## config.mk

```make
export PLATFORM = sky130hd
export DESIGN_NAME = piece_drop_controller
export DESIGN_NICKNAME = d
export VERILOG_FILES = /design/src/rtl/piece_drop_controller.sv
export SDC_FILE = /design/constraint.sdc
export NUM_CORES = 1
export LEC_CHECK = 0
export BUFFER_PORTS_ARGS = -buffer_cell sky130_fd_sc_hd__clkbuf_2
export CORE_MARGIN = 2
export CORE_UTILIZATION = 50
export CTS_BUF_LIST = sky130_fd_sc_hd__clkbuf_4
export DETAILED_ROUTE_END_ITERATION = 10
export PLACE_DENSITY = 0.73
export SLEW_MARGIN = 0
export SYNTH_ARGS = -nofsm -noshare
export SYNTH_HDL_FRONTEND = slang
export SYNTH_SLANG_ARGS = --single-unit
```

## constraint.sdc

```tcl
create_clock -name Clock -period 6.1 [get_ports Clock]
set_input_delay 1.22 -clock Clock [delete_from_list [all_inputs] [get_ports Clock]]
set_output_delay 1.22 -clock Clock [all_outputs]
set_load 0.02 [all_outputs]
```

## src/rtl/piece_drop_controller.sv

```systemverilog
// piece_drop_controller: gravity/drop sequencer for the active tetromino.
// Owns XPOS/YPOS/currentBlock, issues one-cycle Enable requests to checkDown,
// advances the piece on a successful check and requests a board lock when the
// piece can no longer fall. A 4-bit LFSR (x^4+x^3+1) picks the next piece.
// Optional macro SOFT_DROP_EN adds the softDrop input and the softDropRows
// counter output.
module piece_drop_controller #(
    parameter logic [3:0] SPAWN_X   = 4'd6,
    parameter int         MAX_Y     = 16,
    parameter logic [3:0] LFSR_SEED = 4'b1001
) (
    input  logic        Clock,
    input  logic        Reset,
    input  logic        Start,
    input  logic        Tick,
    input  logic        canMove,
    input  logic        lockAck,
`ifdef SOFT_DROP_EN
    input  logic        softDrop,
    output logic [15:0] softDropRows,
`endif
    output logic        Enable,
    output logic [3:0]  XPOS,
    output logic [4:0]  YPOS,
    output logic [1:0]  currentBlock,
    output logic        lockReq,
    output logic        gameOver,
    output logic [15:0] pieceCount
);

    typedef enum logic [3:0] {
        IDLE,
        SPAWN,
        SPAWN_CHK,
        SPAWN_EVAL,
        WAIT_TICK,
        CHECK,
        EVAL,
        LOCK,
        GAME_OVER
    } state_t;

    state_t     state;
    logic [3:0] lfsr;
    logic       tickPending;
    logic       gravity;

`ifdef SOFT_DROP_EN
    // set when the current check was launched by soft drop, so only those
    // steps count toward softDropRows
    logic softStep;
    assign gravity = Tick | tickPending | softDrop;
`else
    assign gravity = Tick | tickPending;
`endif

    // Sequencer: state, registered outputs, LFSR and the one-deep tick latch
    always_ff @(posedge Clock or posedge Reset) begin
        if (Reset) begin
            state        <= IDLE;
            Enable       <= 1'b0;
            lockReq      <= 1'b0;
            gameOver     <= 1'b0;
            XPOS         <= SPAWN_X;
            YPOS         <= 5'd0;
            currentBlock <= 2'b00;
            pieceCount   <= 16'd0;
            lfsr         <= LFSR_SEED;
            tickPending  <= 1'b0;
`ifdef SOFT_DROP_EN
            softDropRows <= 16'd0;
            softStep     <= 1'b0;
`endif
        end else begin
            // Enable is a single-cycle strobe, raised only on entry to a check state
            Enable <= 1'b0;

            // remember one tick that lands while the piece is busy; extras are dropped
            if (Tick && state != IDLE && state != WAIT_TICK && state != GAME_OVER)
                tickPending <= 1'b1;

            case (state)
                IDLE: begin
                    if (Start) begin
                        state       <= SPAWN;
                        pieceCount  <= 16'd0;
                        tickPending <= 1'b0;
`ifdef SOFT_DROP_EN
                        softDropRows <= 16'd0;
`endif
                    end
                end
                SPAWN: begin
                    YPOS         <= 5'd0;
                    XPOS         <= SPAWN_X;
                    currentBlock <= lfsr[1:0];
                    lfsr         <= {lfsr[2:0], lfsr[3] ^ lfsr[2]};
                    Enable       <= 1'b1;
                    state        <= SPAWN_CHK;
                end
                SPAWN_CHK: begin
                    state <= SPAWN_EVAL;
                end
                SPAWN_EVAL: begin
                    if (canMove) begin
                        state <= WAIT_TICK;
                    end else begin
                        gameOver <= 1'b1;
                        state    <= GAME_OVER;
                    end
                end
                WAIT_TICK: begin
                    if (gravity) begin
                        Enable      <= 1'b1;
                        tickPending <= 1'b0;
`ifdef SOFT_DROP_EN
                        softStep    <= softDrop;
`endif
                        state       <= CHECK;
                    end
                end
                CHECK: begin
                    state <= EVAL;
                end
                EVAL: begin
                    if (canMove) begin
                        // checkDown already refuses at MAX_Y; guard anyway so YPOS cannot pass it
                        if (YPOS < 5'(MAX_Y))
                            YPOS <= YPOS + 5'd1;
`ifdef SOFT_DROP_EN
                        if (softStep && softDropRows != 16'hFFFF)
                            softDropRows <= softDropRows + 16'd1;
`endif
                        state <= WAIT_TICK;
                    end else begin
                        lockReq <= 1'b1;
                        state   <= LOCK;
                    end
                end
                LOCK: begin
                    if (lockAck) begin
                        lockReq <= 1'b0;
                        if (pieceCount != 16'hFFFF)
                            pieceCount <= pieceCount + 16'd1;
                        state <= SPAWN;
                    end
                end
                GAME_OVER: begin
                    if (Start) begin
                        gameOver <= 1'b0;
`ifdef SOFT_DROP_EN
                        softDropRows <= 16'd0;
`endif
                        state    <= IDLE;
                    end
                end
                default: state <= IDLE;
            endcase
        end
    end

endmodule

```

==> impl_summary.md <==
CTS
Counting the buffers created by CTS gives 5. The H-tree was split into 2 levels. The clock transition at the registers of the reported paths is approximately 0.10 ns. The number of buffers between clock root and the deepest sink is 2. The clock tree from TritonCTS is yes. The clock root buffer is sky130_fd_sc_hd__clkbuf_4.

Post-CTS timing repair inserted 0 buffers for setup. The later pin in the worst-skew pair is clocked with a latency of around 0.34 ns. For this design, the CTS-stage hold fixing added 0 buffers.

The clock sink count is 33. The number of gates resized after CTS was 0.

Placed design
The worst-case setup slack after placement is between 3 and 4 ns. The final weighted congestion in routability-driven placement is just under 0.8. The port buffer count is 31. The placed wire-length estimate after detailed placement is about 2600 µm.

Final layout
The fraction of final layout cells with drive strength greater than 1 is about a quarter. After filler insertion, the fill cell instance count of the layout stands at 340. From synthesis to final layout, the design area changed by 10.4%. The number of nets in the layout is between 200 and 250.

The number of antenna diodes in the final layout is 0.

Synthesis
The synthesis-stage register bit count is 33. The number of enable-type register cells in the synthesized netlist is 0. The area of the mapped netlist is 0.00184 mm². Yosys printed 0 warnings.

The share of synthesized flip-flops with an asynchronous set or reset is 100%. The count of distinct cell types in the synthesized netlist is 43. For this run, the leading register cell type out of synthesis is sky130_fd_sc_hd__dfrtp_1. The number of cells produced by synthesis is 200. The synthesized area per cell is 9.19 µm².

The sequential area share after synthesis is about 45%.

Floorplan
Pin placement for this block handled 36 I/O pins. The die span in x is between 60 and 70 µm. The die is 64.6 µm tall.

The die area is 0.00418 mm². Once the floorplan was initialized, standard cells occupied 51.0% of the core. The number of standard-cell rows in the floorplan is 22. The core area is approximately 0.0036 mm².

Worst setup path
The endpoint identified for the worst register-to-register timing path is pieceCount[13]. The required time at the endpoint of the critical path is 6.33 ns. The number of cells on the worst reg-to-reg path is 5. The end point of the critical path is pieceCount[13]. In this run the critical register-to-register path is launched from state[0]. Walking the worst path, the cells encountered are clkbuf_2, or4b_4, a21oi_2, a21bo_4, nand2b_4, o41ai_1. Among all stages on the critical path, the largest delay is contributed by sky130_fd_sc_hd__or4b_4. The category of the worst setup path capture point is a flip-flop. The critical-path maximum fanout is 17. At the worst endpoint, the arrival time is between 2 and 3 ns. The first element of the critical path is Start. The register-to-register setup slack is 3.83 ns. The startpoint-to-endpoint class of the critical path is primary input to flip-flop. STA classifies the critical path startpoint as a primary input. The largest stage delay on the critical path is between 0.4 and 0.5 ns.

STA
The clock arrives with 0.00961 ns of skew. The number of pins exceeding their max-slew limit in the final report is 0. The clock period minus final worst setup slack is approximately 2.5 ns. The measured slew at the worst slew-check pin is 0.552 ns. Setup violations remaining at the end of the flow were counted as 0. The number of endpoints with negative hold slack in the final report is 0. The worst pin sits at a relative slew slack of between 60% and 70%. The maximum clock frequency is a little under 400 MHz. The final clock period utilization by the worst path is 41.8%. The smallest setup slack after layout is 3.55 ns. Setup repair after global routing left no endpoint under its margin. The final-layout setup total negative slack is 0 ns.

Power
Summed over all nets, the switching power comes to about 280 µW. The analysis attributes to cell leakage a power of around 0.0009 µW. In this run, the combinational gates consume approximately 34% of the power. Net switching is a little over 40% of the power. The clock network power share is ~17%. The power density of the placed cells is 342 mW/mm². The power share of the sequential group is a little under 50%. The maximum resistive drop on vdd is 0.185 mV. The internal power component is 409 µW.

Drt
After detailed routing, the number of remaining DRC violations is 0. The total met3 wirelength after detailed routing is around 160 µm. Dividing the detail-routed wire length by the instance count gives about 13 µm. For this block, the initial DRC count from the detailed router was between 60 and 70.

The top metal layer carrying routed signals is met4. The average via count per standard cell is 5.53. Once detail routing completed, the nets flagged for antenna violations numbered 0. Before antenna repair, the detailed router went through 4 iterations. For this block, the routed nets add up to 3690 µm of wire. The wire length on met1 is approximately 1900 µm. The final route contains 1522 vias. The routed wire length on met2 is about 1600 µm.

Min path
The critical hold path startpoint is gameOver. The class of the tightest hold or removal check is flip-flop to flip-flop. Counting instances, the worst hold path has a depth of 1.

Global routing
The pin count of the biggest net entering global routing is 34. The initial antenna violation count was 0. The global-route congestion overflow total is 0. Global routing used 20.4% of the available tracks. The first global-routing pass estimated around 6600 µm of wire. The via count of the first global-routing pass is around 1400.

Run status
The flow ran to the end, and the final reports show no timing, DRC or antenna violations.

Job
The number of max-cap violations is 0.
[layout by cell type (no fill, tap or decap), types with 5 or more instances in the layout]
cell / Yosys / routed
sky130_fd_sc_hd__nor2_1: 20 / 20
sky130_fd_sc_hd__a21oi_1: 11 / 11
sky130_fd_sc_hd__o21ai_0: 14 / 14
sky130_fd_sc_hd__nand2_1: 16 / 16
sky130_fd_sc_hd__nand3_1: 10 / 10
sky130_fd_sc_hd__dfrtp_1: 31 / 31
sky130_fd_sc_hd__o31ai_1: 9 / 9
sky130_fd_sc_hd__clkbuf_4: 0 / 5
sky130_fd_sc_hd__clkbuf_2: 0 / 31
sky130_fd_sc_hd__inv_1: 7 / 7
[kinds of logic (layout without fill, tap and decap cells)]
| logic type | count (synthesis) | count (layout) | synth area share (%) |
|---|---|---|---|
| flops | 33 | 33 | 45.1 |
| buf+inv | 22 | 47 | 6.54 |
| mux | 5 | 5 | 3.00 |
| compound gates | 55 | 55 | 19.7 |
| fa+ha+maj | 2 | 2 | 1.36 |
| other cells | 2 | 4 | 0.409 |
| xor+xnor | 3 | 3 | 1.43 |
| simple gates | 78 | 78 | 22.5 |
[Yosys cell counts (all sizes together) (5+ instances only)]
master	n	area [µm²]
a21oi	12	63.8
nand2	16	60.1
buf	8	67.6
o41ai	5	51.3
nor2	21	86.3
o31ai	9	67.6
clkbuf	7	26.3
dfrtp	31	776
nand3	10	50.1
o21ai	18	90.1
inv	7	26.3
nor3	5	30.0
nand2b	5	38.8
[metal layers]
metal / global-route usage (%) / vias to the layer above
met1: 28.7 / 710
met4: 6.38 / 0
met2: 30.3 / 35
li1: - / 770
met5: 0 / -
met3: 5.90 / 7
[power groups by stage]
stage | clock (µW) | sequential, µW | combinational (µW)
final | 121 | 337 | 236
after global routing | 132 | 348 | 268
after CTS | 124 | 336 | 239
after detailed placement | 0 | 341 | 239
after global placement | 0 | 340 | 233
after floorplan | 0 | 316 | 221
[layout make-up]
class | count | area (µm²) | area share, %
Multi-Input combinational cell | 147 | 897 | 44.2
Sequential cell | 33 | 828 | 40.8
Timing Repair Buffer | 32 | 163 | 8.01
Tap cell | 48 | 60.1 | 2.96
Clock buffer | 5 | 37.5 | 1.85
Inverter | 7 | 26.3 | 1.29
Clock inverter | 3 | 17.5 | 0.863
[worst max-delay path, delay by kind of cell]
kind / cells / cell delay (ns)
compound gates: 3 / 0.77
buf+inv: 1 / 0.11
simple gates: 2 / 0.68
[worst min path at each step]
stage                     endpoint  slack (ns)
after floorplan            lfsr[0]        0.48
after detailed placement  gameOver        0.48
after global placement    gameOver        0.49
final                     gameOver        0.50
after CTS                 gameOver        0.51
after global routing       lfsr[0]        0.53
[flip-flops by register name, indices dropped and copies added (netlist names)]
register,cells
tickPending,1
state,4
YPOS,5
pieceCount,16
Enable,1
gameOver,1
lockReq,1
lfsr,3
currentBlock,1
[stage by stage]
step	hold WS [ns]	power, µW	area, µm²	utilization [%]	cells
6_report	0.503	694	2030	56.3	275
5_1_grt	0.529	748	2030	56.3	275
4_1_cts	0.506	699	2030	56.3	275
3_5_place_dp	0.480	580	1970	54.8	267
3_3_place_gp	0.487	573	1970	54.8	267
2_1_floorplan	0.479	536	1850	-	202
No activity file was read; power rests on OpenSTA's default activity.
